**config.mk**
```make
export PLATFORM = sky130hd
export DESIGN_NAME = alu_operand_entry_flat
export DESIGN_NICKNAME = d
export VERILOG_FILES = /design/src/rtl/alu_operand_entry_if.sv /design/src/rtl/alu_operand_entry.sv /design/src/flat_wrapper.sv
export SDC_FILE = /design/constraint.sdc
export NUM_CORES = 1
export LEC_CHECK = 0
export CORE_MARGIN = 2
export CORE_UTILIZATION = 40
export CTS_CLUSTER_SIZE = 28
export DETAILED_ROUTE_END_ITERATION = 12
export PLACE_DENSITY = 0.73
export SLEW_MARGIN = 20
export SYNTH_ARGS = -nofsm -noshare
export SYNTH_HDL_FRONTEND = slang
export SYNTH_SLANG_ARGS = --single-unit
```
**constraint.sdc**
```tcl
create_clock -name clk -period 2.3 [get_ports clk]
set_input_delay 0.575 -clock clk [delete_from_list [all_inputs] [get_ports clk]]
set_output_delay 0.575 -clock clk [all_outputs]
set_load 0.02 [all_outputs]
```
**src/rtl/alu_operand_entry_if.sv**
```systemverilog
// Bus between the operand-entry sequencer and its surroundings:
// slide switches, step button, ALU operands/result and display outputs.
interface alu_operand_entry_if;
  logic [31:0] sw;
  logic        btn;
  logic [31:0] alu_out;
  logic [3:0]  alu_flags;
  logic [31:0] a;
  logic [31:0] b;
  logic [3:0]  op;
  logic [31:0] disp_data;
  logic [3:0]  flags;
  logic [1:0]  state;
  logic        done;

  modport master (
    input  sw, btn, alu_out, alu_flags,
    output a, b, op, disp_data, flags, state, done
  );

  modport slave (
    output sw, btn, alu_out, alu_flags,
    input  a, b, op, disp_data, flags, state, done
  );
endinterface

```
**src/rtl/alu_operand_entry.sv**
```systemverilog
// Debounced single-button sequencer that loads ALU operands and opcode from
// the slide switches, waits the ALU latency and captures result and flags.
//
// state   | meaning
// GET_A   | preview sw, press latches operand A
// GET_B   | preview sw, press latches operand B
// GET_OP  | preview sw, press latches opcode and starts EXEC
// EXEC    | ALU_LAT cycles, button ignored, last cycle captures result/flags
// SHOW    | show captured result, press returns to GET_A
module alu_operand_entry #(
  parameter int DEB_CYCLES = 16,
  parameter int ALU_LAT    = 1
) (
  input  logic                       clk,
  input  logic                       rst,
  alu_operand_entry_if.master        bus
);

  localparam int CW = $clog2(DEB_CYCLES);
  localparam int EW = (ALU_LAT > 1) ? $clog2(ALU_LAT) : 1;
  localparam logic [CW-1:0] DEB_TC    = CW'(DEB_CYCLES - 1);
  localparam logic [EW-1:0] EXEC_LOAD = EW'(ALU_LAT - 1);

  typedef enum logic [2:0] {
    ST_GET_A  = 3'd0,
    ST_GET_B  = 3'd1,
    ST_GET_OP = 3'd2,
    ST_EXEC   = 3'd3,
    ST_SHOW   = 3'd4
  } state_t;

  state_t        state_q, state_d;
  logic          s1_q, s1_d;
  logic          s2_q, s2_d;
  logic          deb_q, deb_d;
  logic          deb_prev_q, deb_prev_d;
  logic          done_q, done_d;
  logic [CW-1:0] cnt_q, cnt_d;
  logic [EW-1:0] exec_cnt_q, exec_cnt_d;
  logic [31:0]   a_q, a_d;
  logic [31:0]   b_q, b_d;
  logic [31:0]   result_q, result_d;
  logic [3:0]    op_q, op_d;
  logic [3:0]    flags_q, flags_d;
  logic          press;

  always_ff @(posedge clk) begin
    if (rst) begin
      state_q    <= ST_GET_A;
      s1_q       <= 1'b0;
      s2_q       <= 1'b0;
      deb_q      <= 1'b0;
      deb_prev_q <= 1'b0;
      done_q     <= 1'b0;
      cnt_q      <= '0;
      exec_cnt_q <= '0;
      a_q        <= '0;
      b_q        <= '0;
      result_q   <= '0;
      op_q       <= '0;
      flags_q    <= '0;
    end else begin
      state_q    <= state_d;
      s1_q       <= s1_d;
      s2_q       <= s2_d;
      deb_q      <= deb_d;
      deb_prev_q <= deb_prev_d;
      done_q     <= done_d;
      cnt_q      <= cnt_d;
      exec_cnt_q <= exec_cnt_d;
      a_q        <= a_d;
      b_q        <= b_d;
      result_q   <= result_d;
      op_q       <= op_d;
      flags_q    <= flags_d;
    end
  end

  always_comb begin
    s1_d       = bus.btn;
    s2_d       = s1_q;
    deb_d      = deb_q;
    cnt_d      = '0;
    deb_prev_d = deb_q;
    press      = deb_q & ~deb_prev_q;
    // cnt only runs while the synchronized level disagrees with deb
    if (s2_q != deb_q) begin
      if (cnt_q == DEB_TC) begin
        deb_d = s2_q;
      end else begin
        cnt_d = cnt_q + 1'b1;
      end
    end

    state_d    = state_q;
    exec_cnt_d = exec_cnt_q;
    a_d        = a_q;
    b_d        = b_q;
    op_d       = op_q;
    result_d   = result_q;
    flags_d    = flags_q;
    done_d     = 1'b0;
    case (state_q)
      ST_GET_A: if (press) begin
        a_d     = bus.sw;
        state_d = ST_GET_B;
      end
      ST_GET_B: if (press) begin
        b_d     = bus.sw;
        state_d = ST_GET_OP;
      end
      ST_GET_OP: if (press) begin
        op_d       = bus.sw[3:0];
        exec_cnt_d = EXEC_LOAD;
        state_d    = ST_EXEC;
      end
      ST_EXEC: begin
        if (exec_cnt_q == '0) begin
          result_d = bus.alu_out;
          flags_d  = bus.alu_flags;
          done_d   = 1'b1;
          state_d  = ST_SHOW;
        end else begin
          exec_cnt_d = exec_cnt_q - 1'b1;
        end
      end
      ST_SHOW: if (press) begin
        state_d = ST_GET_A;
      end
      default: state_d = ST_GET_A;
    endcase
  end

  always_comb begin
    bus.state     = 2'd0;
    bus.disp_data = bus.sw;
    case (state_q)
      ST_GET_B:  bus.state = 2'd1;
      ST_GET_OP: bus.state = 2'd2;
      ST_EXEC: begin
        bus.state     = 2'd2;
        bus.disp_data = result_q;
      end
      ST_SHOW: begin
        bus.state     = 2'd3;
        bus.disp_data = result_q;
      end
      default: ;
    endcase
  end

  assign bus.a     = a_q;
  assign bus.b     = b_q;
  assign bus.op    = op_q;
  assign bus.flags = flags_q;
  assign bus.done  = done_q;

endmodule
```
**src/flat_wrapper.sv**
```systemverilog
// flat-port wrapper written by rule: the top's interface ports become plain ports
module alu_operand_entry_flat 
#(
  parameter int DEB_CYCLES = 16,
  parameter int ALU_LAT    = 1
)
  (clk, rst, bus_sw, bus_btn, bus_alu_out, bus_alu_flags, bus_a, bus_b, bus_op, bus_disp_data, bus_flags, bus_state, bus_done);
  alu_operand_entry_if bus_i ();
  input  logic clk;
  input  logic rst;
  input wire logic [$bits(bus_i.sw)-1:0] bus_sw;
  input wire logic [$bits(bus_i.btn)-1:0] bus_btn;
  input wire logic [$bits(bus_i.alu_out)-1:0] bus_alu_out;
  input wire logic [$bits(bus_i.alu_flags)-1:0] bus_alu_flags;
  output wire logic [$bits(bus_i.a)-1:0] bus_a;
  output wire logic [$bits(bus_i.b)-1:0] bus_b;
  output wire logic [$bits(bus_i.op)-1:0] bus_op;
  output wire logic [$bits(bus_i.disp_data)-1:0] bus_disp_data;
  output wire logic [$bits(bus_i.flags)-1:0] bus_flags;
  output wire logic [$bits(bus_i.state)-1:0] bus_state;
  output wire logic [$bits(bus_i.done)-1:0] bus_done;
  assign bus_i.sw = bus_sw;
  assign bus_i.btn = bus_btn;
  assign bus_i.alu_out = bus_alu_out;
  assign bus_i.alu_flags = bus_alu_flags;
  assign bus_a = bus_i.a;
  assign bus_b = bus_i.b;
  assign bus_op = bus_i.op;
  assign bus_disp_data = bus_i.disp_data;
  assign bus_flags = bus_i.flags;
  assign bus_state = bus_i.state;
  assign bus_done = bus_i.done;
  alu_operand_entry #(.DEB_CYCLES(DEB_CYCLES), .ALU_LAT(ALU_LAT)) u_core (.clk(clk), .rst(rst), .bus(bus_i));
endmodule
```
# --- Word-level counts from Yosys, hierarchy flattened ---
# Index checks and enable logic that the tools add are counted.
word_totals:
  input_bits: 71
  word_cells: 56
  register_bits: 117
op_classes:
  add_sub_neg: 2
  n_reduce_logical: 13
  n_eq_ne: 11
  bitwise_logic: 5
  muxes: 12
op_table:
  columns: ["cell", "count"]
  rows:
  - ["32-bit 2-to-1 mux", 1]
  - ["3-bit 2-to-1 mux", 5]
  - ["3-bit case mux with 5 select lines", 1]
  - ["2-bit AND reduction", 6]
  - ["2-bit by 1-bit inequality test with 1-bit output, second input constant", 4]
  - ["3-bit by 2-bit == test with 1-bit output, second input constant", 2]
  - ["2-bit case mux with 3 select lines", 1]
  - ["2-bit OR reduction", 3]
  - ["5-bit AND reduction", 1]
  - ["4-bit by 1-bit adder with 4-bit output, second input constant", 1]
  - ["4-bit == test, second input constant", 1]
  - ["1-bit NOT", 4]
  - ["3-bit by 1-bit == test with 1-bit output, second input constant", 1]
  - ["3-bit == test, second input constant", 1]
  - ["3-bit logical NOT", 1]
  - ["1-bit 2-to-1 mux", 3]
  - ["3-bit OR reduction", 1]
  - ["2-bit inequality test, second input constant", 1]
  - ["1-bit case mux with 2 select lines", 1]
  - ["2-bit nonzero test", 1]
  - ["1-bit bitwise AND", 1]
  - ["1-bit inequality test", 1]
  - ["1-bit subtractor, second input constant", 1]

# --- Logic depth before layout (Yosys ltp) ---
# Gate-level depths: netlist (run 1).
logic_depth:
  depth_word: 4
  ltp_mapped: 6
  depth_no_buf: 4

# --- Worst setup path before layout (run 1) ---
# Ideal clock, no wire load.
synth_timing:
  path_type: "register to output"
  from: "register u_core.state_q[1]"
  to: "output bus_disp_data[0]"
  arrival_time_ns: 1.543
  path_slack_ns: 0.182
  path_stages_with_launch: 7
  cell_sequence: "dfxtp_1 buf_2 and3b_1 buf_2 a21oi_2 buf_4 mux2_2"
synth_between:
  elab_chain_cells: 3
synth_lines:
  columns: ["element", "line", "source"]
  rows:
  - ["start, declared", "alu_operand_entry.sv:32", "state_t state_q, state_d;"]
  - ["start signal, assigned", "alu_operand_entry.sv:63", "state_q <= state_d;"]
  - ["3-bit by 2-bit == test with 1-bit output / 3-bit == test (equally long branches)", "alu_operand_entry.sv:137", "case (state_q)"]
  - ["2-bit OR reduction (no line) *", null, null]
  - ["32-bit 2-to-1 mux *", "alu_operand_entry.sv:137", null]
  - ["end, declared", "flat_wrapper.sv:18", "output wire logic [$bits(bus_i.disp_data)-1:0] bus_disp_data;"]
# Every way passes the cells marked *; elsewhere a longest branch is shown, timed or not.

# --- Worst setup path in the final report (run 1) ---
layout_timing:
  from: "register u_core.state_q[0]"
  to: "output bus_disp_data[12]"
# The elaborated chain is that of the path after synthesis.

==> metrics.csv, run 1 <==
stage;metric;value;unit
clock_network;Inserted Clock Buffers;17;
sta;RSZ-0062 raised after global routing;true;
critical_path;reg2reg path depth;4;
floorplanning;IO Count;178;
sta;final critical-path share of the clock period;108;%
logic_synthesis;Seq/Total Area, Yosys;47.1;%
logic_synthesis;EDFF count, synth;0;
layout;nets@finish;805;
layout;Finished Cell Area;0.00767;mm^2
grt;GRT Resource Usage Total;20.9;%
grt;initial antenna violation count;0;
logic_synthesis;count leader, synth;dfxtp_1;
critical_path;kind of critical path;flip-flop to output port;
sta;Slew HR;64.4;%
clock_network;CTS tree;yes;
grt;grt ovf;0;
place;Final HPWL DP;9.37;mm
drt;Via Count;4415;
sta;Final min period;2.49;ns
place;Port Buf Inserts;177;
critical_path;data required time of the worst path;1.73;ns
sta;Worst Setup Slack, final;-0.192;ns
drt;DRC marker count from the first detailed-route iteration;242;
layout;Final Util;63.8;%
floorplanning;Die H;115;um
critical_path;crit path launch type;flip-flop;
status;status;complete, but fails checks;
sta;fmax;0.401;GHz
clock_network;Clock Sink Count;116;
grt;vias in the first global route;4452;
drt;number of antenna-violating nets in the routed design;0;
floorplanning;CORE AREA;0.0120;mm^2
critical_path;Worst EP arrival;1.92;ns
drt;first-pass iteration count of the detailed router;4;
layout;layout filler cell count;990;
layout;Area Overhead vs Synth;55.6;%
logic_synthesis;area share of the largest cell type after synthesis;47.1;%
flow_run;Max Cap Viol;0;
grt;largest net degree at the start of global routing;147;
clock_network;Reg clk slew, reported paths;0.05;ns
hold_path;hold depth;1;
sta;Worst Max-Slew Pin Slew;0.534;ns
sta;final hold violations;0;
layout;layout cell share with drive strength beyond 1;19.6;%
floorplanning;Die Width;115;um
logic_synthesis;YS warnings;0;
clock_network;Clock Path Buffers;2;
logic_synthesis;Post-synth ARST share;0;%
status;failing checks;negative setup slack;
clock_network;CTS Root Cell;clkbuf_16;
sta;clk_skew;0.00993;ns
grt;first-pass GRT wire length;21.6;mm
logic_synthesis;net count after synthesis;609;
floorplanning;Initial Util;41.0;%
logic_synthesis;Yosys top cell by area;dfxtp_1;
logic_synthesis;Synth Register Bits;116;
drt;WL per Instance;16.1;um
floorplanning;die area;0.0132;mm^2
floorplanning;# rows;40;
critical_path;critical-path maximum fanout;5;
layout;antenna cells;0;
drt;final wirelength;14.4;mm
power;VDD IR-drop max;0.000304;V
logic_synthesis;syn avg cell area;9.18;um^2
layout;Reg area;0.00232;mm^2
sta;Setup violations, final;32;
place;DP Area;0.00699;mm^2
logic_synthesis;Post-synth top cells;dfxtp_1, nand2_1, nand2b_1;
drt;via/cell ratio;4.94;
clock_network;clk_lat worst skew;0.40;ns
clock_network;H-tree lvl count;4;
layout;area of the multi-input gates;0.00247;mm^2
drt;drt drc;0;
sta;Slew Viols, Final;0;
clock_network;hold_buf cts;0;
logic_synthesis;Main synth FF type;dfxtp_1;
logic_synthesis;distinct cell type count after synthesis;29;
critical_path;Worst setup EP type;output port;
logic_synthesis;Syn Std Cell Area;0.00493;mm^2
hold_path;HP Class;flip-flop to flip-flop;
logic_synthesis;Area contributors post-synth;dfxtp_1, nand2b_1, mux2_2;
power;Leakage Power;3.13;nW
power;PwrDens;634;mW/mm^2
place;GP Congestion;0.825;
logic_synthesis;cell count after synthesis;537;
flip-flops by register name, indices dropped and copies added (netlist names):
| register | flops |
|---|---|
| u_core.bus.a | 32 |
| u_core.bus.b | 32 |
| u_core.result_q | 32 |
| u_core.bus.flags | 4 |
| u_core.bus.op | 4 |
| u_core.cnt_q | 4 |
| u_core.state_q | 3 |
| u_core.bus.done | 1 |
| u_core.deb_prev_d | 1 |
| u_core.deb_prev_q | 1 |
| u_core.s1_q | 1 |
| u_core.s2_q | 1 |
area by class of cell:
type,count,area share [%]
Tap cell,147,2.40
Inverter,1,0.0489
Clock buffer,21,5.87
Clock inverter,11,1.44
Multi-Input combinational cell,378,32.2
Timing Repair Buffer,219,27.8
Sequential cell,116,30.3
per-stage QoR:
step	instances	setup slack [ns]	setup TNS [ns]	hold slack, ns	total power, W
after floorplan	537	0.182	0	0.414	0.00219
after global placement	855	-0.103	-2.88	0.424	0.00242
after detailed placement	855	-0.136	-3.84	0.429	0.00242
after CTS	887	-0.347	-7.91	0.442	0.00487
after global routing	893	-0.230	-6.77	0.470	0.00504
final	893	-0.192	-5.44	0.444	0.00486
cells by family after synthesis:
kind of cell	synth area share (%)
buffers and inverters	4.42
flip-flops	47.1
XOR/XNOR	0.711
adder cells (fa/ha/maj)	0.254
AND/OR/NAND/NOR	21.7
multiplexers	15.3
AO/OA/AOI/OAI	10.5
worst max-delay path, cell delays in order, from the launching register on:
cell and delay (ns):
dfxtp_2 0.33, and3b_2 0.24, a21oi_4 0.16, buf_6 0.18, clkbuf_16 0.16, mux2_4 0.30, buf_6 0.13
placed cells by master (no fill, tap or decap), types with 7 or more instances in the layout:
cell type,netlist,layout
clkdlybuf4s50_1,0,142
dfxtp_1,116,114
nand2_1,73,72
nand2b_1,70,70
a21oi_1,38,38
mux2i_1,37,37
buf_4,3,37
nor2b_1,35,35
o21ai_0,35,35
o21ai_1,29,29
buf_6,5,22
clkbuf_16,0,19
mux2_4,0,18
mux2_2,34,16
nor2_1,7,7
clkinv_2,0,7
power breakdown:
part	internal (W)	switching, W	total, W
sequential	0.00201	0.00000102	0.00202
combinational	0.000225	0.000145	0.000370
clock	0.00161	0.000869	0.00247
repair_timing:
| item | CTS | global route |
|---|---|---|
| buffers inserted | 0 | 3 |
| resized for setup | 86 | 101 |
| pin swaps | 0 | 1 |
| endpoints found under the setup margin | 34 | 33 |
| gates cloned | 0 | 3 |
final timing paths:
kind	slack, ns	endpoint	startpoint
min reg2reg	0.44	u_core.s2_q$_SDFF_PP0_	u_core.s1_q$_SDFF_PP0_
max	-0.19	bus_disp_data[12]	u_core.state_q[0]$_SDFFE_PP0P_
min	0.44	u_core.s2_q$_SDFF_PP0_	u_core.s1_q$_SDFF_PP0_
max reg2reg	0.37	u_core.bus.a[30]$_SDFFE_PP0P_	u_core.state_q[2]$_SDFFE_PP0P_
routing by layer:
metal  up-vias  share of wire [%]  track usage (%)
li1       2184                  -                -
met1      2078                 43             24.6
met2       130                 49             35.9
met3        23                5.2             6.33
met4         0                2.4             8.11
met5         -                  0                0
(Power assumes the default switching activity.)
==> run 2: changes to the inputs <==
--- a/config.mk
+++ b/config.mk
@@ -5,6 +5,7 @@
 export SDC_FILE = /design/constraint.sdc
 export NUM_CORES = 1
 export LEC_CHECK = 0
+export ABC_CLOCK_PERIOD_IN_PS = 2300
 export CORE_MARGIN = 2
 export CORE_UTILIZATION = 40
 export CTS_CLUSTER_SIZE = 28
==> results of run 2 <==
No change in the layout: final DEF, timing and power equal those of run 1.
==> run 3: changes to the inputs <==
--- a/config.mk
+++ b/config.mk
@@ -7,10 +7,11 @@
 export LEC_CHECK = 0
 export ABC_CLOCK_PERIOD_IN_PS = 2300
 export CORE_MARGIN = 2
-export CORE_UTILIZATION = 40
+export CORE_UTILIZATION = 46
+export CTS_BUF_LIST = sky130_fd_sc_hd__clkbuf_8
 export CTS_CLUSTER_SIZE = 28
 export DETAILED_ROUTE_END_ITERATION = 12
-export PLACE_DENSITY = 0.73
+export PLACE_DENSITY = 0.82
 export SLEW_MARGIN = 20
 export SYNTH_ARGS = -nofsm -noshare
 export SYNTH_HDL_FRONTEND = slang
==> constraint.sdc (replaced) <==
create_clock -name clk -period 2.3 [get_ports clk]
set_input_delay 0.575 -clock clk [delete_from_list [all_inputs] [get_ports clk]]
set_output_delay 0.575 -clock clk [all_outputs]
set_load 0.005 [all_outputs]
==> run 3 against run 2 <==
Effect of this change:
- maximum frequency down 0.45%
- largest power group is now sequential cells
- clock skew increased by 0.0055 ns
- highest routed layer unchanged
- the run still ends with negative setup slack left
- count of clock-buffer cells in the layout is 2 lower
- critical path depth grew 1
- sequential cell count is the same
- die area fell by 13%
- largest cell class unchanged
- routed wire length grew 3.2%
- critical endpoint is now bus_disp_data[14]
- utilization increased by 10 points
- first-iteration DRC count increased by 1.2%
==> metrics.csv, run 3 (synthesis gave the netlist of run 1 again) <==
stage;metric;value;unit;change
hold_path;HP Class;flip-flop to flip-flop;;unchanged
status;status;complete, but fails checks;;unchanged
place;Port Buf Inserts;177;;unchanged
power;clock network power share;42.2;%;was 50.9%
power;Logic pwr share;8.8;%;was 7.6%
critical_path;worst reg2reg startpoint;u_core.state_q[2]$_SDFFE_PP0P_;;unchanged
sta;Worst Setup Slack, final;-0.203;ns;was -0.192 ns
clock_network;Clock Sink Count;116;;unchanged
grt;GRT Resource Usage Total;26.1;%;was 20.9%
sta;Hold Slack;0.439;ns;was 0.444 ns
place;Final HPWL DP;9.82;mm;was 9.37 mm
power;PwrDens;535;mW/mm^2;was 634 mW/mm^2
sta;final critical-path share of the clock period;109;%;was 108%
sta;Final min period;2.50;ns;was 2.49 ns
clock_network;CTS tree;yes;;unchanged
sta;Setup violations, final;32;;unchanged
critical_path;kind of critical path;flip-flop to output port;;unchanged
sta;fmax;0.399;GHz;was 0.401 GHz
drt;DRC marker count from the first detailed-route iteration;245;;was 242
power;Switching Share;23.1;%;was 20.9%
power;Int Pwr;0.00315;W;was 0.00384 W
sta;Worst Max-Slew Pin Slew;0.571;ns;was 0.534 ns
place;Setup WS pre-CTS;-0.0434;ns;was -0.136 ns
drt;final wirelength;14.9;mm;was 14.4 mm
critical_path;reg2reg path depth;4;;unchanged
drt;number of antenna-violating nets in the routed design;0;;unchanged
sta;RSZ-0062 raised after global routing;true;;unchanged
layout;antenna cells;0;;unchanged
flow_run;Max Cap Viol;0;;unchanged
grt;vias in the first global route;4725;;was 4452
critical_path;data required time of the worst path;1.73;ns;about the same
grt;grt ovf;0;;unchanged
grt;initial antenna violation count;0;;unchanged
drt;via/cell ratio;5.10;;was 4.94
clock_network;Reg clk slew, reported paths;0.07;ns;was 0.05 ns
floorplanning;Initial Util;47.5;%;was 41.0%
critical_path;setup slack, reg-to-reg;0.37;ns;about the same
status;failing checks;negative setup slack;;unchanged
critical_path;critical-path maximum fanout;5;;unchanged
floorplanning;# rows;37;;was 40
grt;first-pass GRT wire length;23.5;mm;was 21.6 mm
clock_network;Inserted Clock Buffers;17;;unchanged
drt;first-pass iteration count of the detailed router;5;;was 4
floorplanning;Die Width;107;um;was 115 um
layout;nets@finish;810;;was 805
sta;Sum Neg Setup Slack;-4.31;ns;was -5.44 ns
drt;WL per Instance;16.7;um;was 16.1 um
sta;clk_skew;0.0154;ns;was 0.00993 ns
drt;Via Count;4522;;was 4415
sta;Slew HR;61.9;%;was 64.4%
hold_path;min-delay src;u_core.s1_q$_SDFF_PP0_;;unchanged
clock_network;clk_lat worst skew;0.42;ns;was 0.40 ns
power;Psw;0.000945;W;was 0.00101 W
floorplanning;IO Count;178;;unchanged
layout;most frequent cells in the layout;clkdlybuf4s50_1, dfxtp_1, nand2_1;;unchanged
clock_network;Clock Path Buffers;2;;unchanged
place;DP Area;0.00694;mm^2;was 0.00699 mm^2
critical_path;crit path launch type;flip-flop;;unchanged
sta;Slew Viols, Final;0;;unchanged
layout;Finished Cell Area;0.00767;mm^2;unchanged
grt;largest net degree at the start of global routing;65;;was 147
layout;Area Overhead vs Synth;55.6;%;unchanged
hold_path;Hold Path End;u_core.s2_q$_SDFF_PP0_;;unchanged
clock_network;H-tree lvl count;4;;unchanged
clock_network;CTS Root Cell;clkbuf_8;;was clkbuf_16
critical_path;Reg-to-Reg End;u_core.bus.b[25]$_SDFFE_PP0P_;;was u_core.bus.a[30]$_SDFFE_PP0P_
power;Leakage Power;3.17;nW;was 3.13 nW
place;GP Congestion;0.839;;was 0.825
critical_path;Worst EP arrival;1.93;ns;was 1.92 ns
layout;Final Util;74.0;%;was 63.8%
layout;commonest non-fill, non-tap cell in the layout;clkdlybuf4s50_1;;unchanged
power;sequential group share of total power;49.1;%;was 41.5%
clock_network;hold_buf cts;0;;unchanged
power;VDD IR-drop max;0.000365;V;was 0.000304 V
floorplanning;Die H;107;um;was 115 um
floorplanning;CORE AREA;0.0104;mm^2;was 0.0120 mm^2
floorplanning;die area;0.0116;mm^2;was 0.0132 mm^2
critical_path;Worst setup EP type;output port;;unchanged
sta;final hold violations;0;;unchanged
hold_path;hold depth;1;;unchanged
layout;layout cell share with drive strength beyond 1;20.6;%;was 19.6%
drt;drt drc;0;;unchanged
-- run 3: metal layers --
metal  GRT usage, %  routed length [um]  vias up
li1               -                   -     2190
met1           29.6                5950     2150
met2           45.0                7610      139
met3           6.48                 659       43
met4           13.8                 633        0
met5              0                   0        -
-- run 3: worst max path at each step --
stage,to,startpoint,slack [ns]
2_1_floorplan,bus_disp_data[0],u_core.state_q[1]$_SDFFE_PP0P_,0.23
4_1_cts,bus_disp_data[17],u_core.state_q[0]$_SDFFE_PP0P_,-0.20
3_3_place_gp,bus_disp_data[24],bus_sw[24],-0.06
5_1_grt,bus_disp_data[17],u_core.state_q[2]$_SDFFE_PP0P_,-0.27
6_report,bus_disp_data[14],u_core.state_q[1]$_SDFFE_PP0P_,-0.20
3_5_place_dp,bus_disp_data[9],u_core.state_q[1]$_SDFFE_PP0P_,-0.04
-- run 3: critical path, stage by stage, from the launching register on --
cell     delay [ns]
dfxtp_2        0.33
and3b_2        0.22
a21oi_4        0.17
buf_6          0.14
buf_8          0.13
buf_6          0.11
mux2_4         0.30
buf_6          0.12
-- run 3: power by group through the flow --
stage / clock network [W] / logic, W / registers, W
2_1_floorplan: 0 / 0.0000996 / 0.00206
3_3_place_gp: 0 / 0.000322 / 0.00206
3_5_place_dp: 0 / 0.000326 / 0.00206
4_1_cts: 0.00177 / 0.000357 / 0.00201
5_1_grt: 0.00187 / 0.000380 / 0.00201
6_report: 0.00173 / 0.000359 / 0.00201
-- run 3: cell type report --
class | count | area (um^2)
clock buffers | 19 | 262
clock inverters | 13 | 110
fillers | 735 | 2700
inverters | 1 | 3.75
multi-input cells | 378 | 2520
flip-flops and latches | 116 | 2330
well taps | 136 | 170
repair buffers | 224 | 2270
-- run 3: per-stage QoR --
step | instances | total power [W]
6_report | 887 | 0.00410
5_1_grt | 887 | 0.00426
4_1_cts | 889 | 0.00413
3_5_place_dp | 841 | 0.00238
3_3_place_gp | 841 | 0.00238
2_1_floorplan | 537 | 0.00216
-- run 3: what timing repair did --
item	4_1_cts	5_1_grt
endpoints found under the setup margin	33	32
pin swaps	1	0
setup buffers	15	0
resized for setup	219	0
gates cloned	2	0
